$ cat src/rtl/watch_pkg.sv
// Shared definitions for the watch time/mode controller: mode encoding,
// BCD field limits, BCD digit type and the mode-sequencing helper.
package watch_pkg;

  typedef enum logic [1:0] {
    MODE_RUN      = 2'd0,
    MODE_SET_HOUR = 2'd1,
    MODE_SET_MIN  = 2'd2,
    MODE_SET_SEC  = 2'd3
  } mode_t;

  localparam int HOUR_MAX = 23;
  localparam int MIN_MAX  = 59;
  localparam int SEC_MAX  = 59;

  typedef logic [3:0] bcd_t;

  function automatic mode_t next_mode(input mode_t cur);
    mode_t nxt;
    case (cur)
      MODE_RUN:      nxt = MODE_SET_HOUR;
      MODE_SET_HOUR: nxt = MODE_SET_MIN;
      MODE_SET_MIN:  nxt = MODE_SET_SEC;
      default:       nxt = MODE_RUN;
    endcase
    return nxt;
  endfunction

endpackage

$ cat src/rtl/watch_ctrl_bcd_pair_cnt.sv
// Two-digit BCD counter 00..MAX_VAL with increment, clear and a
// combinational carry-out on the increment that wraps back to 00.
module bcd_pair_cnt
  import watch_pkg::*;
#(
  parameter int MAX_VAL = 59
) (
  input  logic       clk,
  input  logic       rst,
  input  logic       inc,
  input  logic       clr,
  output logic [3:0] tens,
  output logic [3:0] ones,
  output logic       carry
);

  localparam bcd_t MAX_TENS = bcd_t'(MAX_VAL / 10);
  localparam bcd_t MAX_ONES = bcd_t'(MAX_VAL % 10);

  bcd_t tens_reg;
  bcd_t ones_reg;
  logic at_max;

  assign at_max = (tens_reg == MAX_TENS) && (ones_reg == MAX_ONES);
  assign carry  = inc && at_max;
  assign tens   = tens_reg;
  assign ones   = ones_reg;

  always_ff @(posedge clk) begin
    if (!rst) begin
      tens_reg <= '0;
      ones_reg <= '0;
    end else if (clr) begin
      tens_reg <= '0;
      ones_reg <= '0;
    end else if (inc) begin
      if (at_max) begin
        tens_reg <= '0;
        ones_reg <= '0;
      end else if (ones_reg == 4'd9) begin
        tens_reg <= tens_reg + 4'd1;
        ones_reg <= '0;
      end else begin
        ones_reg <= ones_reg + 4'd1;
      end
    end
  end

endmodule

$ cat src/rtl/watch_ctrl.sv
// Watch mode/timekeeping controller: one-second prescaler, HH:MM:SS BCD chain
// and the RUN/SET mode FSM. Blink divider is built only with WATCH_BLINK_EN.
module watch_ctrl
  import watch_pkg::*;
#(
  parameter int CLK_HZ   = 50_000_000,
  parameter int BLINK_HZ = 2
) (
  input  logic       clk,
  input  logic       rst,
  input  logic       btn_mode,
  input  logic       btn_inc,
  output logic [3:0] hour_10,
  output logic [3:0] hour1,
  output logic [3:0] min_10,
  output logic [3:0] min1,
  output logic [3:0] sec_10,
  output logic [3:0] sec1,
  output logic [1:0] mode,
  output logic       tick,
  output logic       blink
);

  localparam int PRESC_W = (CLK_HZ > 1) ? $clog2(CLK_HZ) : 1;
  localparam logic [PRESC_W-1:0] PRESC_LAST = PRESC_W'(CLK_HZ - 1);

  if ((CLK_HZ < 2) || (BLINK_HZ < 1) || ((CLK_HZ % (2 * BLINK_HZ)) != 0)) begin : g_bad_params
    $error("watch_ctrl: CLK_HZ must be >= 2 and divisible by 2*BLINK_HZ");
  end

  mode_t              mode_reg;
  mode_t              mode_next;
  logic [PRESC_W-1:0] presc_reg;
  logic               tick_reg;
  logic               advance;
  logic               set_hour_inc;
  logic               set_min_inc;
  logic               set_sec_clr;
  logic               sec_carry;
  logic               min_carry;
  logic               unused_hour_carry;
  logic               sec_inc;
  logic               min_inc;
  logic               hour_inc;

  always_ff @(posedge clk) begin
    if (!rst) mode_reg <= MODE_RUN;
    else      mode_reg <= mode_next;
  end

  // An increment pulse coinciding with a mode pulse is dropped.
  always_comb begin
    mode_next    = mode_reg;
    advance      = 1'b0;
    set_hour_inc = 1'b0;
    set_min_inc  = 1'b0;
    set_sec_clr  = 1'b0;
    if (btn_mode) mode_next = next_mode(mode_reg);
    case (mode_reg)
      MODE_RUN:      advance      = (presc_reg == PRESC_LAST);
      MODE_SET_HOUR: set_hour_inc = btn_inc && !btn_mode;
      MODE_SET_MIN:  set_min_inc  = btn_inc && !btn_mode;
      default:       set_sec_clr  = btn_inc && !btn_mode;
    endcase
  end

  // Any mode change or set mode discards the partial second.
  always_ff @(posedge clk) begin
    if (!rst) begin
      presc_reg <= '0;
      tick_reg  <= 1'b0;
    end else begin
      tick_reg <= advance;
      if ((mode_reg != MODE_RUN) || btn_mode || advance) presc_reg <= '0;
      else                                              presc_reg <= presc_reg + 1'b1;
    end
  end

  assign sec_inc  = advance;
  assign min_inc  = (advance && sec_carry) || set_min_inc;
  assign hour_inc = (advance && min_carry) || set_hour_inc;

  bcd_pair_cnt #(.MAX_VAL(SEC_MAX)) u_sec (
    .clk   (clk),
    .rst   (rst),
    .inc   (sec_inc),
    .clr   (set_sec_clr),
    .tens  (sec_10),
    .ones  (sec1),
    .carry (sec_carry)
  );

  bcd_pair_cnt #(.MAX_VAL(MIN_MAX)) u_min (
    .clk   (clk),
    .rst   (rst),
    .inc   (min_inc),
    .clr   (1'b0),
    .tens  (min_10),
    .ones  (min1),
    .carry (min_carry)
  );

  bcd_pair_cnt #(.MAX_VAL(HOUR_MAX)) u_hour (
    .clk   (clk),
    .rst   (rst),
    .inc   (hour_inc),
    .clr   (1'b0),
    .tens  (hour_10),
    .ones  (hour1),
    .carry (unused_hour_carry)
  );

  assign mode = mode_reg;
  assign tick = tick_reg;

`ifdef WATCH_BLINK_EN
  localparam int BLINK_HALF = CLK_HZ / (2 * BLINK_HZ);
  localparam int BLINK_W    = (BLINK_HALF > 1) ? $clog2(BLINK_HALF) : 1;
  localparam logic [BLINK_W-1:0] BLINK_LAST = BLINK_W'(BLINK_HALF - 1);

  logic [BLINK_W-1:0] blink_div_reg;
  logic               blink_reg;

  // Phase restarts on every mode change so each field starts visible.
  always_ff @(posedge clk) begin
    if (!rst) begin
      blink_div_reg <= '0;
      blink_reg     <= 1'b0;
    end else if ((mode_reg == MODE_RUN) || btn_mode) begin
      blink_div_reg <= '0;
      blink_reg     <= 1'b0;
    end else if (blink_div_reg == BLINK_LAST) begin
      blink_div_reg <= '0;
      blink_reg     <= ~blink_reg;
    end else begin
      blink_div_reg <= blink_div_reg + 1'b1;
    end
  end

  assign blink = blink_reg;
`else
  assign blink = 1'b0;
`endif

endmodule

$ cat config.mk
export PLATFORM = sky130hd
export DESIGN_NAME = watch_ctrl
export DESIGN_NICKNAME = d
export VERILOG_FILES = /design/src/rtl/watch_pkg.sv /design/src/rtl/watch_ctrl_bcd_pair_cnt.sv /design/src/rtl/watch_ctrl.sv
export SDC_FILE = /design/constraint.sdc
export NUM_CORES = 1
export LEC_CHECK = 0
export ABC_AREA = 0
export BUFFER_PORTS_ARGS = -buffer_cell sky130_fd_sc_hd__buf_2
export CELL_PAD_IN_SITES_DETAIL_PLACEMENT = 0
export CELL_PAD_IN_SITES_GLOBAL_PLACEMENT = 1
export CORE_MARGIN = 1.5
export CORE_UTILIZATION = 30
export CTS_BUF_LIST = sky130_fd_sc_hd__clkbuf_8
export DETAILED_ROUTE_END_ITERATION = 6
export PLACE_DENSITY = 0.68
export SYNTH_ARGS = -nofsm -noshare
export SYNTH_HDL_FRONTEND = slang
export SYNTH_SLANG_ARGS = --single-unit
$ cat constraint.sdc
create_clock -name clk -period 1.9 [get_ports clk]
set_input_delay 0.38 -clock clk [delete_from_list [all_inputs] [get_ports clk]]
set_output_delay 0.38 -clock clk [all_outputs]
set_load 0.02 [all_outputs]
==> metrics.txt <==
result of the run=completed; Synthesis Warnings=0; Detailed Route Iter0 Violations=88; flip-flop and latch count after synthesis=53; post-detailed-placement half-perimeter wirelength=4905 microns; number of flip-flops under the largest register name=26; synthesis-to-layout area growth=31.66%; sequential fraction of the synthesis area=37.24%; cell-by-cell trace of the critical path=ha_4 > nand3_4 > or4_4 > o31ai_2 > mux2i_1 > nor2_1; number of buffers added to fix hold violations after cts=0; top achievable clock speed=542.3 MHz; TritonCTS buffer count=5; max-cap viol count=0; I/O pin cnt=32; Clock transition at path regs=0.10 ns; Die Y-Extent=100.5 microns; total number of cells along the worst setup path=6; Cells after DPL=between 500 and 600; Static Leak=0.001505 uW; prevailing post-synth register cell=sky130_fd_sc_hd__dfxtp_1; fraction of registers with async set or reset after synthesis=0%; number of instances in the synthesized netlist=around 330; starting utilization of the core area=30.83%; number of pins exceeding their max-slew limit in the final report=0; final instance area=3751 sq um; number of hold violations in the final report=0; beginning of the critical path=presc_reg[0]; routing usage on met1=17.21%; EDFF count, synth=0; Worst Path Buf+Inv=0; clock period minus final worst setup slack=1.844 ns; Final Skew=around 0.012 ns; fraction of the cycle the final worst path needs=97.05%; number of buffers added on ports=30; Setup TNS=0 ns; detailed-routing iteration count for the pre-antenna-repair pass=4; cell area after placement=between 3000 and 4000 sq um; arrival time at the worst endpoint=2.06 ns; portion of synthesized cell area occupied by the leading cell type=37.24%; count of inserted antenna diode cells=0; initial antenna violation count=0; Post-Syn Nets=around 350; Reg2Reg Setup Slack=0.06 ns; maximum count of clock buffers along a single path=2; Hold Crit Class=in -> reg; power per standard cell area=between 500 and 600 nW/um^2; maximum number of pins on one net before global-route repair=29; netlist area before placement=~2800 sq um; endpoints failing setup=0; post-layout utilization of the core=about two fifths; critical path type=reg -> reg; mean area per synthesized cell=about 8.6 sq um; latest clock arrival within the worst-skew pair=0.32 ns; maximum fanout along the worst path=3; critical path's largest stage delay=0.57 ns; slowest library cell on the worst path=sky130_fd_sc_hd__or4_4; total number of vias=between 2k and 3k; critical register-to-register path startpoint=presc_reg[0]; global-route usage over all layers=about 14%; total chip power=1922 uW; capturing element type of the critical path=register; Post-Route WL=6663 microns; htree depth=2; post-synthesis cell type with the largest combined area=sky130_fd_sc_hd__dfxtp_1; number of global-route vias before repair=2426; met3 layer usage reported by global route=2.635%; leading post-synthesis cells by instance count=53 x sky130_fd_sc_hd__dfxtp_1, 45 x sky130_fd_sc_hd__nor2_1, 29 x sky130_fd_sc_hd__nand2_1, 20 x sky130_fd_sc_hd__nand3_1, 18 x sky130_fd_sc_hd__xnor2_1; routed wirelength normalized by instance count=12.20 microns; FP Rows=35; RSZ-0062 raised after global routing=yes; Clock Tree Root=sky130_fd_sc_hd__clkbuf_8; gr ovfl total=0; horizontal die dimension=approximately 100 microns; top cells by area in the synthesized netlist=sky130_fd_sc_hd__dfxtp_1 37%, sky130_fd_sc_hd__ha_1 7.5%, sky130_fd_sc_hd__nor2_1 5.9%, sky130_fd_sc_hd__xnor2_1 5.5%, sky130_fd_sc_hd__mux2i_1 3.9%; vias per inst=4.736; end point of the critical path=u_min.ones[2]; worst flop-to-flop path endpoint=u_min.ones[2]; final antenna-violating net count=0; Worst Reg2Reg Path Length in Cells=6; required arrival time at the worst endpoint=roughly 2.1 ns; met2 layer usage reported by global route=23.23%; maximum vdd ir drop=0.0002821 V; area of the die=10090 sq um; global route hottest layer=met2; non-filler cells, final=546; wire length of the first global-routing pass=11120 microns; number of sinks handled by clock tree synthesis=53; clock tree from TritonCTS=built; Slew Limit Headroom=62.06%; core area=around 9200 sq um; proportion of layout cells with a drive suffix above 1=30.22%; pin slew with the least headroom to its limit=0.5664 ns; number of nets at the end of the flow=437; type of element launching the critical path=register; cell family with most CP delay=simple AND/OR/NAND/NOR gates; most common cell in the synthesized netlist=sky130_fd_sc_hd__dfxtp_1; DRC=0; routability congestion estimate=a little under 0.8; Filler Cell Count=928; Distinct cells, synth=between 50 and 60
-- cell type report --
class | count | area (sq um) | share of cell area, %
Clock buffer | 5 | 68.82 | 1.835
Clock inverter | 3 | 17.52 | 0.4670
Inverter | 17 | 63.81 | 1.701
Multi-Input combinational cell | 253 | 1788 | 47.66
Sequential cell | 53 | 1065 | 28.39
Tap cell | 129 | 161.4 | 4.303
Timing Repair Buffer | 86 | 586.8 | 15.64
-- metal layers --
layer  vias up  share of wire, %
met5         -                 0
met4         0               1.5
met3        11               2.1
met2        22                49
met1      1212                48
li1       1341                 -
-- placed cells by master, fill, tap and decap left out, types with 3 or more instances in the layout --
cell / instances
sky130_fd_sc_hd__dfxtp_1: 50
sky130_fd_sc_hd__and2_1: 3
sky130_fd_sc_hd__inv_1: 17
sky130_fd_sc_hd__nor2_1: 43
sky130_fd_sc_hd__a21oi_1: 7
sky130_fd_sc_hd__nor3_1: 3
sky130_fd_sc_hd__dfxtp_2: 3
sky130_fd_sc_hd__xor2_1: 6
sky130_fd_sc_hd__nand3_1: 20
sky130_fd_sc_hd__xnor2_1: 18
sky130_fd_sc_hd__or3_1: 8
sky130_fd_sc_hd__or4_4: 3
sky130_fd_sc_hd__nand4_1: 6
sky130_fd_sc_hd__nand3b_1: 6
sky130_fd_sc_hd__o21ai_0: 5
sky130_fd_sc_hd__nand2_1: 29
sky130_fd_sc_hd__mux2i_1: 11
sky130_fd_sc_hd__a21oi_2: 3
sky130_fd_sc_hd__buf_4: 54
sky130_fd_sc_hd__or4_1: 3
sky130_fd_sc_hd__buf_2: 30
sky130_fd_sc_hd__nor4_1: 6
sky130_fd_sc_hd__and3_1: 4
sky130_fd_sc_hd__clkbuf_8: 5
sky130_fd_sc_hd__ha_1: 15
sky130_fd_sc_hd__a31oi_1: 4
-- logic make-up after synthesis --
logic type / count (synthesis) / synth area share (%)
buffers and inverters: 26 / 3.733
AO/OA/AOI/OAI: 34 / 7.642
flip-flops: 53 / 37.24
adder cells (fa/ha/maj): 17 / 7.466
multiplexers: 11 / 3.865
other: 1 / 0.1316
XOR/XNOR: 24 / 7.378
AND/OR/NAND/NOR: 166 / 32.54
-- worst min-delay path: stages --
cell                      delay (ns)
sky130_fd_sc_hd__buf_2          0.09
sky130_fd_sc_hd__buf_4          0.12
sky130_fd_sc_hd__a21oi_1        0.06
-- how the worst min path moves through the flow --
stage / endpoint / cells past startpoint / start
5_1_grt: mode[0] / 3 / btn_mode
3_5_place_dp: u_min.tens[3] / 2 / u_min.tens[3]
2_1_floorplan: presc_reg[0] / 1 / presc_reg[0]
6_report: mode[0] / 3 / btn_mode
3_3_place_gp: u_min.tens[3] / 2 / u_min.tens[3]
4_1_cts: mode[0] / 3 / btn_mode
-- power breakdown --
part | internal (uW) | switching, uW | total (uW)
combinational | 56.9 | 82.9 | 140
sequential | 1120 | 7.16 | 1130
clock | 259 | 396 | 655
-- stage by stage --
stage | hold slack (ns) | setup WS [ns]
after global routing | 0.3815 | -0.02253
after floorplan | 0.4132 | 0.01137
after CTS | 0.3601 | 0.0001652
after global placement | 0.4758 | -0.009731
final | 0.3652 | 0.05604
after detailed placement | 0.4809 | -0.02698
-- repair_timing --
action	CTS	global route
cloned	0	0
setup endpoints to repair	14	23
gates resized for setup	9	18
endpoints found under the hold margin	0	0
pin swaps	2	7
buffers inserted	1	0
Note: power is estimated with default switching activity, not from simulation.
